**src/rtl/x86_dec_pkg.sv**
```systemverilog
`default_nettype none
// ============================================================================
// Module      : x86_dec_pkg
// Description : Opcodes, parser state encoding and field size codes shared by
//               the x86 byte decoder and its opcode classifier.
// Revision    : 1.0 - initial release
// ============================================================================
package x86_dec_pkg;

    localparam logic [7:0] OP_ADD_RM_R    = 8'h01;
    localparam logic [7:0] OP_ADD_R_RM    = 8'h03;
    localparam logic [7:0] OP_OR_RM_R     = 8'h09;
    localparam logic [7:0] OP_MOV_RM_R    = 8'h89;
    localparam logic [7:0] OP_MOV_R_RM    = 8'h8B;
    localparam logic [7:0] OP_GRP1_IMM32  = 8'h81;
    localparam logic [7:0] OP_GRP1_IMM8   = 8'h83;
    localparam logic [7:0] OP_GRP2_IMM8   = 8'hC1;
    localparam logic [7:0] OP_ADD_EAX_IMM = 8'h05;
    localparam logic [7:0] OP_OR_EAX_IMM  = 8'h0D;
    localparam logic [7:0] OP_JMP_REL8    = 8'hEB;
    localparam logic [7:0] OP_CALL_REL32  = 8'hE8;
    localparam logic [7:0] OP_JMP_REL32   = 8'hE9;
    localparam logic [7:0] OP_RET         = 8'hC3;

    localparam logic [1:0] SZ_NONE = 2'b00;
    localparam logic [1:0] SZ_8    = 2'b01;
    localparam logic [1:0] SZ_32   = 2'b10;

    typedef enum logic [2:0] {
        ST_OPC   = 3'd0,
        ST_MODRM = 3'd1,
        ST_DISP  = 3'd2,
        ST_IMM   = 3'd3,
        ST_DONE  = 3'd4
    } state_t;

    // Fields are consumed in stream order: modrm, displacement, immediate.
    function automatic state_t next_field(input logic   illegal,
                                          input logic   need_modrm,
                                          input logic [1:0] disp_size,
                                          input logic [1:0] imm_size);
        if (illegal)                    return ST_DONE;
        else if (need_modrm)            return ST_MODRM;
        else if (disp_size != SZ_NONE)  return ST_DISP;
        else if (imm_size != SZ_NONE)   return ST_IMM;
        else                            return ST_DONE;
    endfunction

endpackage
`default_nettype wire

```
**src/rtl/x86_opcode_class.sv**
```systemverilog
`default_nettype none
// ============================================================================
// Module      : x86_opcode_class
// Description : Combinational opcode/modrm classifier. With i_modrm_valid low
//               only the opcode is judged; modrm-dependent rules are skipped.
// Revision    : 1.0 - initial release
// ============================================================================
module x86_opcode_class
    import x86_dec_pkg::*;
(
    input  logic [7:0] i_opcode,
    input  logic [7:0] i_modrm,
    input  logic       i_modrm_valid,
    output logic       o_has_modrm,
    output logic [1:0] o_disp_size,
    output logic [1:0] o_imm_size,
    output logic       o_illegal
);

    logic [1:0] w_mod;
    logic [2:0] w_reg;
    logic [2:0] w_rm;
    logic       w_has_modrm;
    logic [1:0] w_disp_size;
    logic [1:0] w_imm_size;
    logic       w_illegal;

    assign w_mod = i_modrm[7:6];
    assign w_reg = i_modrm[5:3];
    assign w_rm  = i_modrm[2:0];

    always_comb begin
        w_has_modrm = 1'b0;
        w_disp_size = SZ_NONE;
        w_imm_size  = SZ_NONE;
        w_illegal   = 1'b0;
        case (i_opcode)
            OP_ADD_RM_R, OP_ADD_R_RM, OP_OR_RM_R, OP_MOV_RM_R, OP_MOV_R_RM: begin
                w_has_modrm = 1'b1;
            end
            OP_GRP1_IMM32: begin
                w_has_modrm = 1'b1;
                w_imm_size  = SZ_32;
                w_illegal   = i_modrm_valid && (w_reg > 3'd1);
            end
            OP_GRP1_IMM8: begin
                w_has_modrm = 1'b1;
                w_imm_size  = SZ_8;
                w_illegal   = i_modrm_valid && (w_reg > 3'd1);
            end
            OP_GRP2_IMM8: begin
                w_has_modrm = 1'b1;
                w_imm_size  = SZ_8;
                w_illegal   = i_modrm_valid && (w_reg != 3'd5);
            end
            OP_ADD_EAX_IMM, OP_OR_EAX_IMM: w_imm_size  = SZ_32;
            OP_JMP_REL8:                   w_disp_size = SZ_8;
            OP_CALL_REL32, OP_JMP_REL32:   w_disp_size = SZ_32;
            OP_RET:                        w_illegal   = 1'b0;
            default:                       w_illegal   = 1'b1;
        endcase

        if (w_has_modrm && i_modrm_valid) begin
            case (w_mod)
                2'b00:   w_disp_size = (w_rm == 3'b101) ? SZ_32 : SZ_NONE;
                2'b01:   w_disp_size = SZ_8;
                2'b10:   w_disp_size = SZ_32;
                default: w_disp_size = SZ_NONE;
            endcase
            // SIB addressing is not supported by the downstream datapath
            if ((w_mod != 2'b11) && (w_rm == 3'b100)) begin
                w_illegal = 1'b1;
            end
        end
    end

    assign o_has_modrm = w_has_modrm;
    assign o_illegal   = w_illegal;
    assign o_disp_size = w_illegal ? SZ_NONE : w_disp_size;
    assign o_imm_size  = w_illegal ? SZ_NONE : w_imm_size;

endmodule
`default_nettype wire

```
**src/rtl/x86_byte_decoder.sv**
```systemverilog
`default_nettype none
// ============================================================================
// Module      : x86_byte_decoder
// Description : Byte-serial x86 parser; assembles opcode/modrm/disp/imm into a
//               registered decoded-instruction record with valid/ready.
// Revision    : 1.0 - initial release
// ============================================================================
module x86_byte_decoder
    import x86_dec_pkg::*;
#(
    parameter int LEN_W = 4
) (
    input  logic             clk,
    input  logic             rst,
    input  logic             i_flush,
    input  logic [7:0]       i_byte_in,
    input  logic             i_byte_valid,
    output logic             o_byte_ready,
    output logic             o_instr_valid,
    input  logic             i_instr_ready,
    output logic [7:0]       o_opcode,
    output logic [7:0]       o_modrm,
    output logic [31:0]      o_disp32,
    output logic [31:0]      o_imm32,
    output logic             o_has_modrm,
    output logic [1:0]       o_disp_size,
    output logic [1:0]       o_imm_size,
    output logic [LEN_W-1:0] o_instr_len,
    output logic             o_illegal
);

    state_t           r_state;
    logic             r_byte_ready;
    logic             r_instr_valid;
    logic [7:0]       r_opcode;
    logic [7:0]       r_modrm;
    logic [31:0]      r_disp;
    logic [31:0]      r_imm;
    logic             r_has_modrm;
    logic [1:0]       r_disp_size;
    logic [1:0]       r_imm_size;
    logic [LEN_W-1:0] r_len;
    logic             r_illegal;
    logic [1:0]       r_cnt;

    logic       w_accept;
    logic       w_op_has_modrm, w_op_illegal;
    logic [1:0] w_op_disp_size, w_op_imm_size;
    logic       w_mr_has_modrm, w_mr_illegal;
    logic [1:0] w_mr_disp_size, w_mr_imm_size;
    state_t     w_opc_next, w_modrm_next, w_disp_next;
    logic       w_disp_last, w_imm_last;

    assign w_accept = i_byte_valid && r_byte_ready;

    x86_opcode_class u_class_opc (
        .i_opcode      (i_byte_in),
        .i_modrm       (8'h00),
        .i_modrm_valid (1'b0),
        .o_has_modrm   (w_op_has_modrm),
        .o_disp_size   (w_op_disp_size),
        .o_imm_size    (w_op_imm_size),
        .o_illegal     (w_op_illegal)
    );

    x86_opcode_class u_class_modrm (
        .i_opcode      (r_opcode),
        .i_modrm       (i_byte_in),
        .i_modrm_valid (1'b1),
        .o_has_modrm   (w_mr_has_modrm),
        .o_disp_size   (w_mr_disp_size),
        .o_imm_size    (w_mr_imm_size),
        .o_illegal     (w_mr_illegal)
    );

    assign w_opc_next   = next_field(w_op_illegal, w_op_has_modrm, w_op_disp_size, w_op_imm_size);
    assign w_modrm_next = next_field(w_mr_illegal, 1'b0, w_mr_disp_size, w_mr_imm_size);
    assign w_disp_next  = (r_imm_size != SZ_NONE) ? ST_IMM : ST_DONE;
    assign w_disp_last  = (r_disp_size == SZ_8) || (r_cnt == 2'd3);
    assign w_imm_last   = (r_imm_size == SZ_8) || (r_cnt == 2'd3);

    always_ff @(posedge clk or posedge rst) begin
        if (rst) begin
            r_state       <= ST_OPC;
            r_byte_ready  <= 1'b1;
            r_instr_valid <= 1'b0;
            r_opcode      <= 8'h00;
            r_modrm       <= 8'h00;
            r_disp        <= 32'h0;
            r_imm         <= 32'h0;
            r_has_modrm   <= 1'b0;
            r_disp_size   <= SZ_NONE;
            r_imm_size    <= SZ_NONE;
            r_len         <= '0;
            r_illegal     <= 1'b0;
            r_cnt         <= 2'd0;
        end else if (i_flush || ((r_state == ST_DONE) && i_instr_ready)) begin
            // Entry to OPC: abort or retire, leaving every field cleared
            r_state       <= ST_OPC;
            r_byte_ready  <= 1'b1;
            r_instr_valid <= 1'b0;
            r_opcode      <= 8'h00;
            r_modrm       <= 8'h00;
            r_disp        <= 32'h0;
            r_imm         <= 32'h0;
            r_has_modrm   <= 1'b0;
            r_disp_size   <= SZ_NONE;
            r_imm_size    <= SZ_NONE;
            r_len         <= '0;
            r_illegal     <= 1'b0;
            r_cnt         <= 2'd0;
        end else if (w_accept) begin
            r_len <= r_len + LEN_W'(1);
            case (r_state)
                ST_OPC: begin
                    r_opcode      <= i_byte_in;
                    r_has_modrm   <= w_op_has_modrm;
                    r_disp_size   <= w_op_disp_size;
                    r_imm_size    <= w_op_imm_size;
                    r_illegal     <= w_op_illegal;
                    r_cnt         <= 2'd0;
                    r_state       <= w_opc_next;
                    r_instr_valid <= (w_opc_next == ST_DONE);
                    r_byte_ready  <= (w_opc_next != ST_DONE);
                end
                ST_MODRM: begin
                    r_modrm       <= i_byte_in;
                    r_disp_size   <= w_mr_disp_size;
                    r_imm_size    <= w_mr_imm_size;
                    r_illegal     <= w_mr_illegal;
                    r_state       <= w_modrm_next;
                    r_instr_valid <= (w_modrm_next == ST_DONE);
                    r_byte_ready  <= (w_modrm_next != ST_DONE);
                end
                ST_DISP: begin
                    // Right shift lands an 8-bit field in [31:24] and a 32-bit field little-endian
                    r_disp <= {i_byte_in, r_disp[31:8]};
                    if (w_disp_last) begin
                        r_cnt         <= 2'd0;
                        r_state       <= w_disp_next;
                        r_instr_valid <= (w_disp_next == ST_DONE);
                        r_byte_ready  <= (w_disp_next != ST_DONE);
                    end else begin
                        r_cnt <= r_cnt + 2'd1;
                    end
                end
                ST_IMM: begin
                    r_imm <= {i_byte_in, r_imm[31:8]};
                    if (w_imm_last) begin
                        r_cnt         <= 2'd0;
                        r_state       <= ST_DONE;
                        r_instr_valid <= 1'b1;
                        r_byte_ready  <= 1'b0;
                    end else begin
                        r_cnt <= r_cnt + 2'd1;
                    end
                end
                default: begin
                    r_state      <= ST_OPC;
                    r_byte_ready <= 1'b1;
                end
            endcase
        end
    end

    assign o_byte_ready  = r_byte_ready;
    assign o_instr_valid = r_instr_valid;
    assign o_opcode      = r_opcode;
    assign o_modrm       = r_modrm;
    assign o_disp32      = r_disp;
    assign o_imm32       = r_imm;
    assign o_has_modrm   = r_has_modrm;
    assign o_disp_size   = r_disp_size;
    assign o_imm_size    = r_imm_size;
    assign o_instr_len   = r_len;
    assign o_illegal     = r_illegal;

endmodule
`default_nettype wire

```
**config.mk**
```make
export PLATFORM = sky130hd
export DESIGN_NAME = x86_byte_decoder
export DESIGN_NICKNAME = d
export VERILOG_FILES = /design/src/rtl/x86_dec_pkg.sv /design/src/rtl/x86_opcode_class.sv /design/src/rtl/x86_byte_decoder.sv
export SDC_FILE = /design/constraint.sdc
export NUM_CORES = 1
export LEC_CHECK = 0
export ABC_AREA = 1
export CAP_MARGIN = 20
export CORE_MARGIN = 1
export CORE_UTILIZATION = 40
export CTS_CLUSTER_SIZE = 16
export DETAILED_ROUTE_END_ITERATION = 10
export GPL_TIMING_DRIVEN = 0
export HOLD_SLACK_MARGIN = 0.15
export MAX_ROUTING_LAYER = met4
export PLACE_DENSITY = 0.65
export SLEW_MARGIN = 10
export SYNTH_ARGS = -nofsm -noshare
export SYNTH_HDL_FRONTEND = slang
export SYNTH_HIERARCHICAL = 1
export SYNTH_SLANG_ARGS = --single-unit
```
**constraint.sdc**
```tcl
create_clock -name clk -period 4.7 [get_ports clk]
set_clock_uncertainty 0.05 [all_clocks]
set_input_delay 0.94 -clock clk [delete_from_list [all_inputs] [get_ports clk]]
set_output_delay 0.94 -clock clk [all_outputs]
set_load 0.1 [all_outputs]
```
==> reports/qor.txt, run 1 <==
Outcome - finished clean
Synth Cell Area - 5040 um^2
RSZ-0062 raised after global routing - false
WL/cell - 13.4 um
Most frequent cell after synthesis - nand2_1
Placeable Area - 12200 um^2
Worst setup EP type - output port
Synth Register Bits - 97
Data arrival, critical path - 2.01 ns
WS Path Type - reg2out
Tot GR Track Use - 21.8%
CP startpoint kind - flip-flop
Post-synthesis sequential area ratio - 48.2%
DRC - 0
Avg Synthesized Cell Area - 7.75 um^2
Vias per Instance - 4.75
Final worst path period share - 63.9%
CP Buf/Inv Count - 1
Seq pwr share - 39.7%
Post-CTS resize count - 0
Switching power - 833 uW
Nets - 803
GRT met1 Usage - 27.9%
Final hold vios - 0
Effective utilization at floorplan - 41.4%
Total Wirelength - 12800 um
Pre-CTS setup slack - 1.49 ns
RePlAce Congestion - 0.850
Fin. max-slew vios - 0
Share of the synthesized area in the top cell type - 47.7%
Vias in the first global route - 4544
H-Tree Depth - 3
EDFF count, synth - 0
Width of the chip - 114 um
Final setup fails - 0
Achievable clock frequency - 333 MHz
Total setup buffers inserted after CTS - 0
CP max stage delay - 1.13 ns
# hold bufs at CTS - 0
Biggest area consumer among synthesized cells - dfrtp_1
CTS tree - built
Power per cell area - 345 nW/um^2
Leak pwr - 0.00313 uW
Hold_ws - 0.420 ns
Die height - 114 um
Total negative slack - 0 ns
Max_slew headroom - 30.8%
Syn. warnings - 6
Synth Instances - 650
Grt met3 use - 4.45%
Data required, critical path - 3.71 ns
Number of buffers created by CTS - 9
Total power draw - 2310 uW
Asr flop ratio synth - 100%
Die Area - 13000 um^2
Initial antenna violation count - 0
Hold Crit Class - reg2reg
Min Clock Period, post-route - 3.00 ns
Largest net degree at the start of global routing - 54
Top cells by area, synth - dfrtp_1 48%, nand2_1 12%, inv_1 7.4%
Maxcap violations - 0
Ant. Diodes - 0
First-pass GRT wire length - 21700 um
Critical path's slowest cell - clkdlybuf4s50_1
Clock transition at the registers of the reported paths - 0.06 ns
Fraction of layout cells with a size suffix above 1 - 13.1%
Crit path max fanout - 3
Pre-antenna DRT Iters - 4
Area Overhead vs Synth - 32.9%
Crit-path leading delay family - buffers and inverters
Comb pwr share - 27.6%
Vias after detailed routing - 4555
Clk pwr share - 32.7%
Post-DRT Antenna Nets - 0
Drt initial violations - 290
Yosys cell types - 31
CTS Buffer Depth - 2
Crit-path cells - clkdlybuf4s50_1
Worst vdd ir - 0.164 mV
Port Buf Inserts - 104
Num ports - 105
Num rows - 40
Top_reg_cell synth - dfrtp_1
GRT overflow - 0
Setup ws final - 1.70 ns
DP HPWL - 9670 um
Slew @ Worst Pin - 1.03 ns
CTS Sinks - 97
GR Util met2 - 35.6%
Design internal power - 1480 uW
CTS root buffer - clkbuf_16
Synth top cells by count - 161 x nand2_1, 99 x inv_1, 96 x dfrtp_1
Clock latency on the worst-skew pair - 0.34 ns
Gr busiest metal - met2
Sw Share - 36.0%
[sequential cells by signal, indices dropped and copies added (netlist names), 2 cells and up]
| name | flops |
|---|---|
| o_disp32 | 32 |
| o_imm32 | 32 |
| o_modrm | 8 |
| o_opcode | 8 |
| o_instr_len | 4 |
| r_state | 3 |
| o_disp_size | 2 |
| o_imm_size | 2 |
| r_cnt | 2 |
[kinds of logic after synthesis]
kind of cell    synth area share [%]
xor+xnor                       0.174
buf+inv                         10.3
simple gates                    30.6
compound gates                  10.1
other cells                    0.149
flops                           48.2
fa+ha+maj                      0.497
[path summary, 6_finish.rpt]
path | start | to | slack [ns] | depth (start not counted)
worst max-delay path | o_byte_ready | o_byte_ready | 1.70 | 1
worst min-delay path | o_imm32[3] | o_imm32[3] | 0.42 | 2
worst max register to register | o_opcode[2] | o_instr_valid | 2.48 | 16
worst min register to register | o_imm32[3] | o_imm32[3] | 0.42 | 2
max in group asynchronous | rst | o_byte_ready | 2.87 | 3
min in group asynchronous | rst | o_disp32[5] | 1.01 | 2
[power by group through the flow]
stage / clock network [uW] / logic [uW] / registers (uW)
floorplan: 0 / 211 / 1200
global placement: 0 / 629 / 933
detailed placement: 0 / 638 / 933
CTS: 774 / 639 / 918
global route: 809 / 681 / 925
finish: 756 / 637 / 918
[area by class of cell]
cell class              instances  area, um^2
plain buffers                  20         100
clock buffers                  10         229
clock inverters                 4        70.1
fillers                      1190        5470
inverters                     111         419
multi-input cells             444        2180
flip-flops and latches         97        2430
well taps                     168         210
repair buffers                105        1060
[placed cells by master, fill, tap and decap left out, types with 3 or more instances in the layout]
cell type and instances:
inv_2 12, conb_1 24, clkdlybuf4s50_1 104, nand3_1 56, o211ai_1 3, nand4_1 4, nor2_1 48, nand2_2 18
buf_2 20, nor2_2 19, o22ai_1 41, clkbuf_16 9, nand3b_1 3, o21ai_1 23, o21ai_0 7, nor2_4 6
dfrtp_1 96, inv_1 98, nand2_4 6, a21oi_1 7, nand2_1 161, nor3_1 3
[per-stage QoR]
step,utilization [%],area [um^2],std cells
floorplan,-,5120,672
global placement,52.4,6370,944
detailed placement,52.6,6390,945
CTS,55.0,6690,959
global route,55.0,6690,959
finish,55.0,6690,959
[metal layers]
| layer | part of all wire (%) | vias up |
|---|---|---|
| li1 | - | 2306 |
| met1 | 46 | 2143 |
| met2 | 48 | 102 |
| met3 | 5.6 | 4 |
| met4 | 0.54 | 0 |
| met5 | 0 | - |
No activity file was read; power rests on OpenSTA's default activity.
==> run 2: changes to the inputs <==
==> constraint.sdc (replaced) <==
create_clock -name clk -period 3 [get_ports clk]
set_clock_uncertainty 0.05 [all_clocks]
set_input_delay 0.6 -clock clk [delete_from_list [all_inputs] [get_ports clk]]
set_output_delay 0.6 -clock clk [all_outputs]
set_load 0.1 [all_outputs]
==> reports/qor.txt, run 2 (synthesis results as in run 1) <==
Outcome - finished clean
GRT overflow - 0
Pre-antenna DRT Iters - 5
R2R Path End - o_instr_valid
Vias in the first global route - 4437
Worst vdd ir - 0.354 mV
CTS Sinks - 97
Placeable Area - 12200 um^2
Comb pwr share - 27.9%
Worst Hold Depth - 2
Crit path max fanout - 3
CP startpoint kind - flip-flop
Sink of the worst hold path - o_imm32[4]
Hold Crit Class - reg2reg
Cell depth of the worst flop-to-flop path - 14
Total negative slack - 0 ns
Hold_ws - 0.422 ns
Final setup fails - 0
Hold Path Origin - o_imm32[4]
Power per cell area - 535 nW/um^2
Initial antenna violation count - 0
Num rows - 40
Fin cells - 962
Leak pwr - 0.00314 uW
Most frequent cells in the layout - 161 x nand2_1, 104 x clkdlybuf4s50_1, 98 x inv_1
WL/cell - 13.2 um
Die Area - 13000 um^2
Fraction of layout cells with a size suffix above 1 - 13.5%
Vias after detailed routing - 4513
Slew @ Worst Pin - 1.04 ns
Layout fillers - 1155
Maxcap violations - 0
Data arrival, critical path - 2.03 ns
Seq pwr share - 40.0%
Worst setup EP type - output port
Design internal power - 2270 uW
Total Wirelength - 12700 um
CTS root buffer - clkbuf_16
CTS tree - built
DP HPWL - 9710 um
FF-to-FF Start - o_opcode[2]
Tot GR Track Use - 21.5%
Crit-path leading delay family - buffers and inverters
Achievable clock frequency - 373 MHz
Post-CTS resize count - 0
Vias per Instance - 4.69
Critical path's slowest cell - clkdlybuf4s50_1
Crit-path cells - clkdlybuf4s50_1
Total power draw - 3590 uW
Reg2Reg Setup Slack - 0.76 ns
Clk pwr share - 32.1%
Num ports - 105
Die height - 114 um
Drt initial violations - 262
Min Clock Period, post-route - 2.68 ns
# hold bufs at CTS - 0
Clock transition at the registers of the reported paths - 0.07 ns
Ant. Diodes - 0
DRC - 0
Nets - 804
Width of the chip - 114 um
Switching power - 1320 uW
Number of buffers created by CTS - 9
RSZ-0062 raised after global routing - false
CP Buf/Inv Count - 1
CP max stage delay - 1.13 ns
Total setup buffers inserted after CTS - 0
Commonest non-fill, non-tap cell in the layout - nand2_1
Fin. max-slew vios - 0
WS Path Type - reg2out
Final worst path period share - 89.4%
Post-DRT Antenna Nets - 0
Area Overhead vs Synth - 33.2%
Post-Route Utilization - 55.2%
Port Buf Inserts - 104
Largest net degree at the start of global routing - 39
Sw Share - 36.8%
CTS Buffer Depth - 2
First-pass GRT wire length - 21300 um
Max_slew headroom - 30.3%
Placed cells - 946
Final hold vios - 0
Clock latency on the worst-skew pair - 0.35 ns
Effective utilization at floorplan - 41.4%
RePlAce Congestion - 0.890
Data required, critical path - 2.35 ns
H-Tree Depth - 3
run 2: cell count changes in the layout (fill, tap and decap cells not counted):
cell / previous run / this run
buf_12: 1 / 2
bufinv_16: 2 / 1
clkbuf_8: 0 / 1
clkinv_2: 2 / 3
clkinvlp_4: 0 / 1
inv_4: 1 / 0
inv_6: 0 / 1
run 2: cell type report:
class | instances | area, um^2 | area share, %
timing repair buffer | 106 | 1080 | 16.1
sequential | 97 | 2430 | 36.2
multi-input combinational | 444 | 2180 | 32.4
clock buffer | 11 | 243 | 3.62
inverter | 111 | 420 | 6.26
tap | 168 | 210 | 3.13
clock inverter | 5 | 53.8 | 0.801
buffer | 20 | 100 | 1.49
run 2: worst max path at each step:
stage                               end         start  depth (start not counted)
after floorplan           o_instr_valid   o_opcode[0]                         16
after global placement    o_instr_valid  i_byte_in[2]                         17
after detailed placement  o_instr_valid  i_byte_in[2]                         17
after CTS                  o_byte_ready  o_byte_ready                          1
after global routing        o_opcode[2]   o_opcode[2]                          1
final                      o_byte_ready  o_byte_ready                          1
run 2: worst reg2reg max path, cell delays in order, from the launching register on:
cell	delay (ns)
dfrtp_1	0.46
inv_2	0.13
nand2_2	0.07
nor3_1	0.31
a21oi_1	0.08
nand3_1	0.15
nand2_4	0.10
nor2_2	0.15
inv_1	0.07
nand3_1	0.10
nand2_1	0.06
nand2_1	0.06
nand3_1	0.13
nand3_1	0.13
nand2_1	0.07
run 2: per-stage QoR:
step                      instance area [um^2]  setup WS, ns
final                                     6710         0.318
after global routing                      6710         0.265
after CTS                                 6710         0.296
after detailed placement                  6420         0.106
after global placement                    6380         0.177
after floorplan                           5120         0.460
run 2: power groups by stage:
stage	logic [uW]	clock network, uW	registers (uW)
5_1_grt	1070	1230	1450
2_1_floorplan	331	0	1870
3_3_place_gp	986	0	1460
6_report	1000	1150	1440
4_1_cts	1010	1180	1440
3_5_place_dp	1000	0	1460
run 2: layer usage:
layer / wire length, um / global-route usage (%)
met1: 5990 / 27.9
met2: 5680 / 32.5
met3: 842 / 6.62
met4: 214 / 5.89
met5: 0 / -
